**src/rtl/farm_sensor_conditioner_pkg.sv**
```systemverilog
// ============================================================================
// Module  : farm_sensor_conditioner_pkg
// Brief   : Shared FSM encoding, light codes and default timing constants.
// Revision: 1.0 - initial release
// ============================================================================
`default_nettype none

package farm_sensor_conditioner_pkg;

    typedef enum logic [1:0] {
        ST_IDLE  = 2'd0,
        ST_REQ   = 2'd1,
        ST_SERVE = 2'd2
    } state_t;

    // Light codes driven by the controller; farm_green is decoded from these upstream.
    localparam logic [1:0] c_LIGHT_GREEN  = 2'd0;
    localparam logic [1:0] c_LIGHT_YELLOW = 2'd1;
    localparam logic [1:0] c_LIGHT_RED    = 2'd2;

    localparam int c_SYNC_STAGES_DEF  = 2;
    localparam int c_DEB_CYCLES_DEF   = 4;
    localparam int c_STUCK_CYCLES_DEF = 64;

    // SERVE passes the live debounced level so the controller can cut green short.
    function automatic logic f_car_req(input state_t state, input logic db);
        return (state == ST_REQ) || ((state == ST_SERVE) && db);
    endfunction

endpackage

`default_nettype wire

```
**src/rtl/farm_sensor_conditioner_sensor_debounce.sv**
```systemverilog
// ============================================================================
// Module  : sensor_debounce
// Brief   : Multi-flop synchroniser followed by a consecutive-sample debouncer.
// Revision: 1.0 - initial release
// ============================================================================
`default_nettype none

module sensor_debounce #(
    parameter int SYNC_STAGES = 2,
    parameter int DEB_CYCLES  = 4
) (
    input  logic clk,
    input  logic rst,
    input  logic sensor_raw,
    output logic sensor_db
);

    localparam int DEB_W = $clog2(DEB_CYCLES + 1);

    logic [SYNC_STAGES-1:0] r_sync;
    logic [DEB_W-1:0]       r_cnt;
    logic                   r_db;
    logic                   w_s_sync;

    assign w_s_sync  = r_sync[SYNC_STAGES-1];
    assign sensor_db = r_db;

    always_ff @(posedge clk) begin
        if (rst) begin
            r_sync <= '0;
        end else begin
            r_sync <= {r_sync[SYNC_STAGES-2:0], sensor_raw};
        end
    end

    // Any agreeing sample restarts the run, so short glitches never flip the level.
    always_ff @(posedge clk) begin
        if (rst) begin
            r_cnt <= '0;
            r_db  <= 1'b0;
        end else if (w_s_sync != r_db) begin
            if (r_cnt == DEB_W'(DEB_CYCLES - 1)) begin
                r_db  <= w_s_sync;
                r_cnt <= '0;
            end else begin
                r_cnt <= r_cnt + DEB_W'(1);
            end
        end else begin
            r_cnt <= '0;
        end
    end

endmodule

`default_nettype wire

```
**src/rtl/farm_sensor_conditioner.sv**
```systemverilog
// ============================================================================
// Module  : farm_sensor_conditioner
// Brief   : Farm-road loop sensor conditioning and latched car request.
//           Optional stuck-sensor detection: define SENSOR_STUCK_DETECT_EN.
// Revision: 1.0 - initial release
// ============================================================================
`default_nettype none

module farm_sensor_conditioner
    import farm_sensor_conditioner_pkg::*;
#(
    parameter int SYNC_STAGES  = c_SYNC_STAGES_DEF,
    parameter int DEB_CYCLES   = c_DEB_CYCLES_DEF,
    parameter int STUCK_CYCLES = c_STUCK_CYCLES_DEF
) (
    input  logic clk,
    input  logic rst,
    input  logic sensor_raw,
    input  logic farm_green,
    output logic car_req,
    output logic sensor_db,
    output logic sensor_fault
);

    generate
        if ((SYNC_STAGES < 2) || (DEB_CYCLES < 1) || (STUCK_CYCLES < 1)) begin : g_bad_params
            $error("farm_sensor_conditioner: parameter out of range");
        end
    endgenerate

    logic   w_sensor_db;
    logic   w_fault;
    state_t r_state;
    state_t w_state_next;
    logic   r_car_req;
    logic   w_car_req_next;

    sensor_debounce #(
        .SYNC_STAGES (SYNC_STAGES),
        .DEB_CYCLES  (DEB_CYCLES)
    ) u_debounce (
        .clk        (clk),
        .rst        (rst),
        .sensor_raw (sensor_raw),
        .sensor_db  (w_sensor_db)
    );

    assign sensor_db = w_sensor_db;
    assign car_req   = r_car_req;

`ifdef SENSOR_STUCK_DETECT_EN
    localparam int CNT_W = $clog2(STUCK_CYCLES + 1);

    logic [CNT_W-1:0] r_stuck_cnt;
    logic             r_fault;

    // Counter saturates at the threshold; the fault flag is sticky until reset.
    always_ff @(posedge clk) begin
        if (rst) begin
            r_stuck_cnt <= '0;
            r_fault     <= 1'b0;
        end else if (w_sensor_db) begin
            if (r_stuck_cnt == CNT_W'(STUCK_CYCLES - 1)) begin
                r_fault <= 1'b1;
            end
            if (r_stuck_cnt != CNT_W'(STUCK_CYCLES)) begin
                r_stuck_cnt <= r_stuck_cnt + CNT_W'(1);
            end
        end else begin
            r_stuck_cnt <= '0;
        end
    end

    assign w_fault = r_fault;
`else
    assign w_fault = 1'b0;
`endif

    assign sensor_fault = w_fault;

    always_comb begin
        w_state_next = r_state;
        case (r_state)
            ST_IDLE: begin
                if (w_sensor_db) begin
                    w_state_next = farm_green ? ST_SERVE : ST_REQ;
                end
            end
            ST_REQ: begin
                if (farm_green) begin
                    w_state_next = ST_SERVE;
                end
            end
            ST_SERVE: begin
                if (!farm_green) begin
                    w_state_next = w_sensor_db ? ST_REQ : ST_IDLE;
                end
            end
            default: w_state_next = ST_IDLE;
        endcase
        if (w_fault) begin
            w_state_next = ST_IDLE;
        end
        w_car_req_next = !w_fault && f_car_req(w_state_next, w_sensor_db);
    end

    always_ff @(posedge clk) begin
        if (rst) begin
            r_state   <= ST_IDLE;
            r_car_req <= 1'b0;
        end else begin
            r_state   <= w_state_next;
            r_car_req <= w_car_req_next;
        end
    end

endmodule

`default_nettype wire
```
**config.mk**
```make
export PLATFORM = sky130hd
export DESIGN_NAME = farm_sensor_conditioner
export DESIGN_NICKNAME = d
export VERILOG_FILES = /design/src/rtl/farm_sensor_conditioner_pkg.sv /design/src/rtl/farm_sensor_conditioner_sensor_debounce.sv /design/src/rtl/farm_sensor_conditioner.sv
export SDC_FILE = /design/constraint.sdc
export NUM_CORES = 1
export LEC_CHECK = 0
export ABC_AREA = 1
export BUFFER_PORTS_ARGS = -buffer_cell sky130_fd_sc_hd__buf_4
export CORE_AREA = 4 4 41 43
export CTS_BUF_LIST = sky130_fd_sc_hd__clkbuf_16
export DETAILED_ROUTE_END_ITERATION = 8
export DIE_AREA = 0 0 45 47
export PLACE_DENSITY = 0.5
export SETUP_SLACK_MARGIN = 0.2
export SLEW_MARGIN = 10
export SYNTH_ARGS = -nofsm -noshare
export SYNTH_HDL_FRONTEND = slang
export SYNTH_SLANG_ARGS = --single-unit
```
**constraint.sdc**
```tcl
create_clock -name clk -period 1.41 [get_ports clk]
set_clock_uncertainty 0.15 [all_clocks]
set_input_delay 0.0705 -clock clk [delete_from_list [all_inputs] [get_ports clk]]
set_output_delay 0.0705 -clock clk [all_outputs]
set_load 0.1 [all_outputs]
```
==> metrics.cfg <==
[sta]
clock.fmax_mhz=892.8
rsz0062_at_grt=no
timing.hold.ws_ns=0.2531
setup_viol=0
finalMaxSlewViolations=0
fin_tns_setup_ns=0
period_minus_slack_ns=1.120
hold_violations=0
min_period_over_period_pct=79.43

[logic_synthesis]
ys_ff_latch=9
synthesis.instances=47
post-synth-top-count-cell=nor2_1
synthArstFlopShare_pct=0
synth_top_area_share_pct=49.48
ys_top_cells_by_count=nor2_1, dfxtp_1, inv_1, nand2_1, ha_1
synthFlopType=dfxtp_1
syn_avg_cell_area_um2=7.747
synth_warnings=0
synth.distinct_cells=13
synth_edf_count=0
synth_top_area_cell=dfxtp_1
ys_seq_area_share_pct=49.48
syn_nets=53
yosys-top-cells-area=dfxtp_1, nor2_1, inv_1, nand2_1, ha_1
netlist_area_um2=364.1

[clock_tree]
cts_max_level=1
clock-sinks=9
cts.clk_slew.worst_paths_ns=0.04
clk_latency_ns=0.23
cts_root_buf=clkbuf_16
cts_buffer_depth=2
cts-buffers-inserted=3
cts_tree=built
post-cts-setup-buffers=0

[drt]
drt_pass1_iterations=3
ant_nets=0
met2_length_um=289
routedWlPerCell_um=8.658
drcViolationCount=0
vias=292
vias_per_cell=4.000
wl_met1_um=303
wirelength_um=632
route.met3.wl_um=40
highest_layer=met3
drt_iter0_drc=2

[final_layout]
fin_area_um2=553.0
area_growth_pct=51.89
final_cells=73
layout-drive-gt1-share_pct=29.31
antenna_cells=0
num-fill-cells=142
nets=65

[power_and_ir_drop]
worst_ir_drop_vdd_uv=851.8
p_leak_nw=0.2611
powerDensity_nw_per_um2=1435

[grt]
grtUsageTotal_pct=7.930
grt_max_degree=7
grt_pass1_wl_um=1193
antenna_found_initial=0
grt_pass1_vias=299
overflow=0

[die]
initial_core_util_pct=27.98
dieArea_um2=2115
io_pins=7
die_x_um=45
die_h_um=47
core_area_um2=1301
core.rowCount=13

[placed_design]
place_congestion=0.5942
placed_cell_area_um2=416.7
dp.cells=66
numPortBuffers=5
hpwl_um=411.5

[setup_path]
worstPathArrival_ns=1.14
criticalPathCategory=reg -> reg
cp.required_ns=1.43
critPathLaunchType=flop
crit_path_end_kind=flop
worstPathMaxFanout=3

[flow_run]
max-cap-violations=0

[hold_path]
hold_class=reg -> reg

[run_status]
status=complete, no violations

-- critical path: stages, from the launching register on --
cell	delay, ns
dfxtp_2	0.32
ha_4	0.16
ha_4	0.16
nor2_4	0.08
nand3_2	0.09
nor2_1	0.10
-- path summary, 6_finish.rpt --
check	slack, ns	cells past startpoint	from	endpoint
min reg2reg	0.25	2	u_debounce.r_sync[0]	u_debounce.r_sync[1]
max	0.29	5	u_debounce.r_cnt[0]	u_debounce.r_cnt[2]
max reg2reg	0.29	5	u_debounce.r_cnt[0]	u_debounce.r_cnt[2]
min	0.25	2	u_debounce.r_sync[0]	u_debounce.r_sync[1]
-- report_power, final --
part,internal (W),switching [W]
Clock,0.000371,0.000124
Sequential,0.000258,0.00000167
Combinational,0.0000162,0.0000235
-- kinds of logic (layout without fill, tap and decap cells) --
group                      after synthesis  in the layout  synth area share [%]
adders and majority gates                2              2                 6.872
DFF                                      9              9                 49.48
buffers and inverters                   11             22                 12.37
and+or+nand+nor                         24             24                 30.24
other                                    1              1                 1.030
-- repair_timing --
item                                   4_1_cts  5_1_grt
resized for setup                            1        5
endpoints found under the hold margin        4        0
pin swaps                                    0        5
hold buffers                                 3        0
setup endpoints to repair                    3        3
-- placed cells by master (no fill, tap or decap) --
| cell type | n |
|---|---|
| inv_1 | 10 |
| nor2_1 | 10 |
| nand2_1 | 9 |
| dfxtp_1 | 6 |
| buf_4 | 5 |
| clkbuf_16 | 3 |
| dlygate4sd3_1 | 3 |
| ha_4 | 2 |
| dfxtp_2 | 2 |
| nand4_1 | 1 |
| inv_2 | 1 |
| nand3_1 | 1 |
| nand2_2 | 1 |
| nor2_4 | 1 |
| nand3_2 | 1 |
| conb_1 | 1 |
| dfxtp_4 | 1 |
-- registers in the layout, indices dropped and copies added (netlist names) --
| register | cells |
|---|---|
| u_debounce.r_cnt | 3 |
| car_req | 1 |
| r_state | 2 |
| u_debounce.sensor_db | 1 |
| u_debounce.r_sync | 2 |
-- final cells by class --
class / count / area [µm²] / area share [%]
clock inverters: 1 / 3.754 / 0.6787
flip-flops and latches: 9 / 186.4 / 33.71
repair buffers: 8 / 67.56 / 12.22
well taps: 15 / 18.77 / 3.394
inverters: 10 / 37.54 / 6.787
clock buffers: 3 / 75.07 / 13.57
multi-input cells: 27 / 163.9 / 29.64
-- routing by layer --
layer | track usage [%] | up-vias
li1 | - | 157
met1 | 9.195 | 130
met2 | 12.71 | 5
met3 | 4.598 | 0
met4 | 1.754 | 0
met5 | 0 | -
-- stage by stage --
step	setup WS, ns	total power [W]	utilization, %
floorplan	0.2376	0.0002863	-
global placement	0.1864	0.0002950	32.02
detailed placement	0.1662	0.0002951	32.02
CTS	0.2010	0.0007976	40.58
global route	0.2172	0.0008251	42.50
finish	0.2900	0.0007933	42.50
Power figures use the tool's default switching activity.
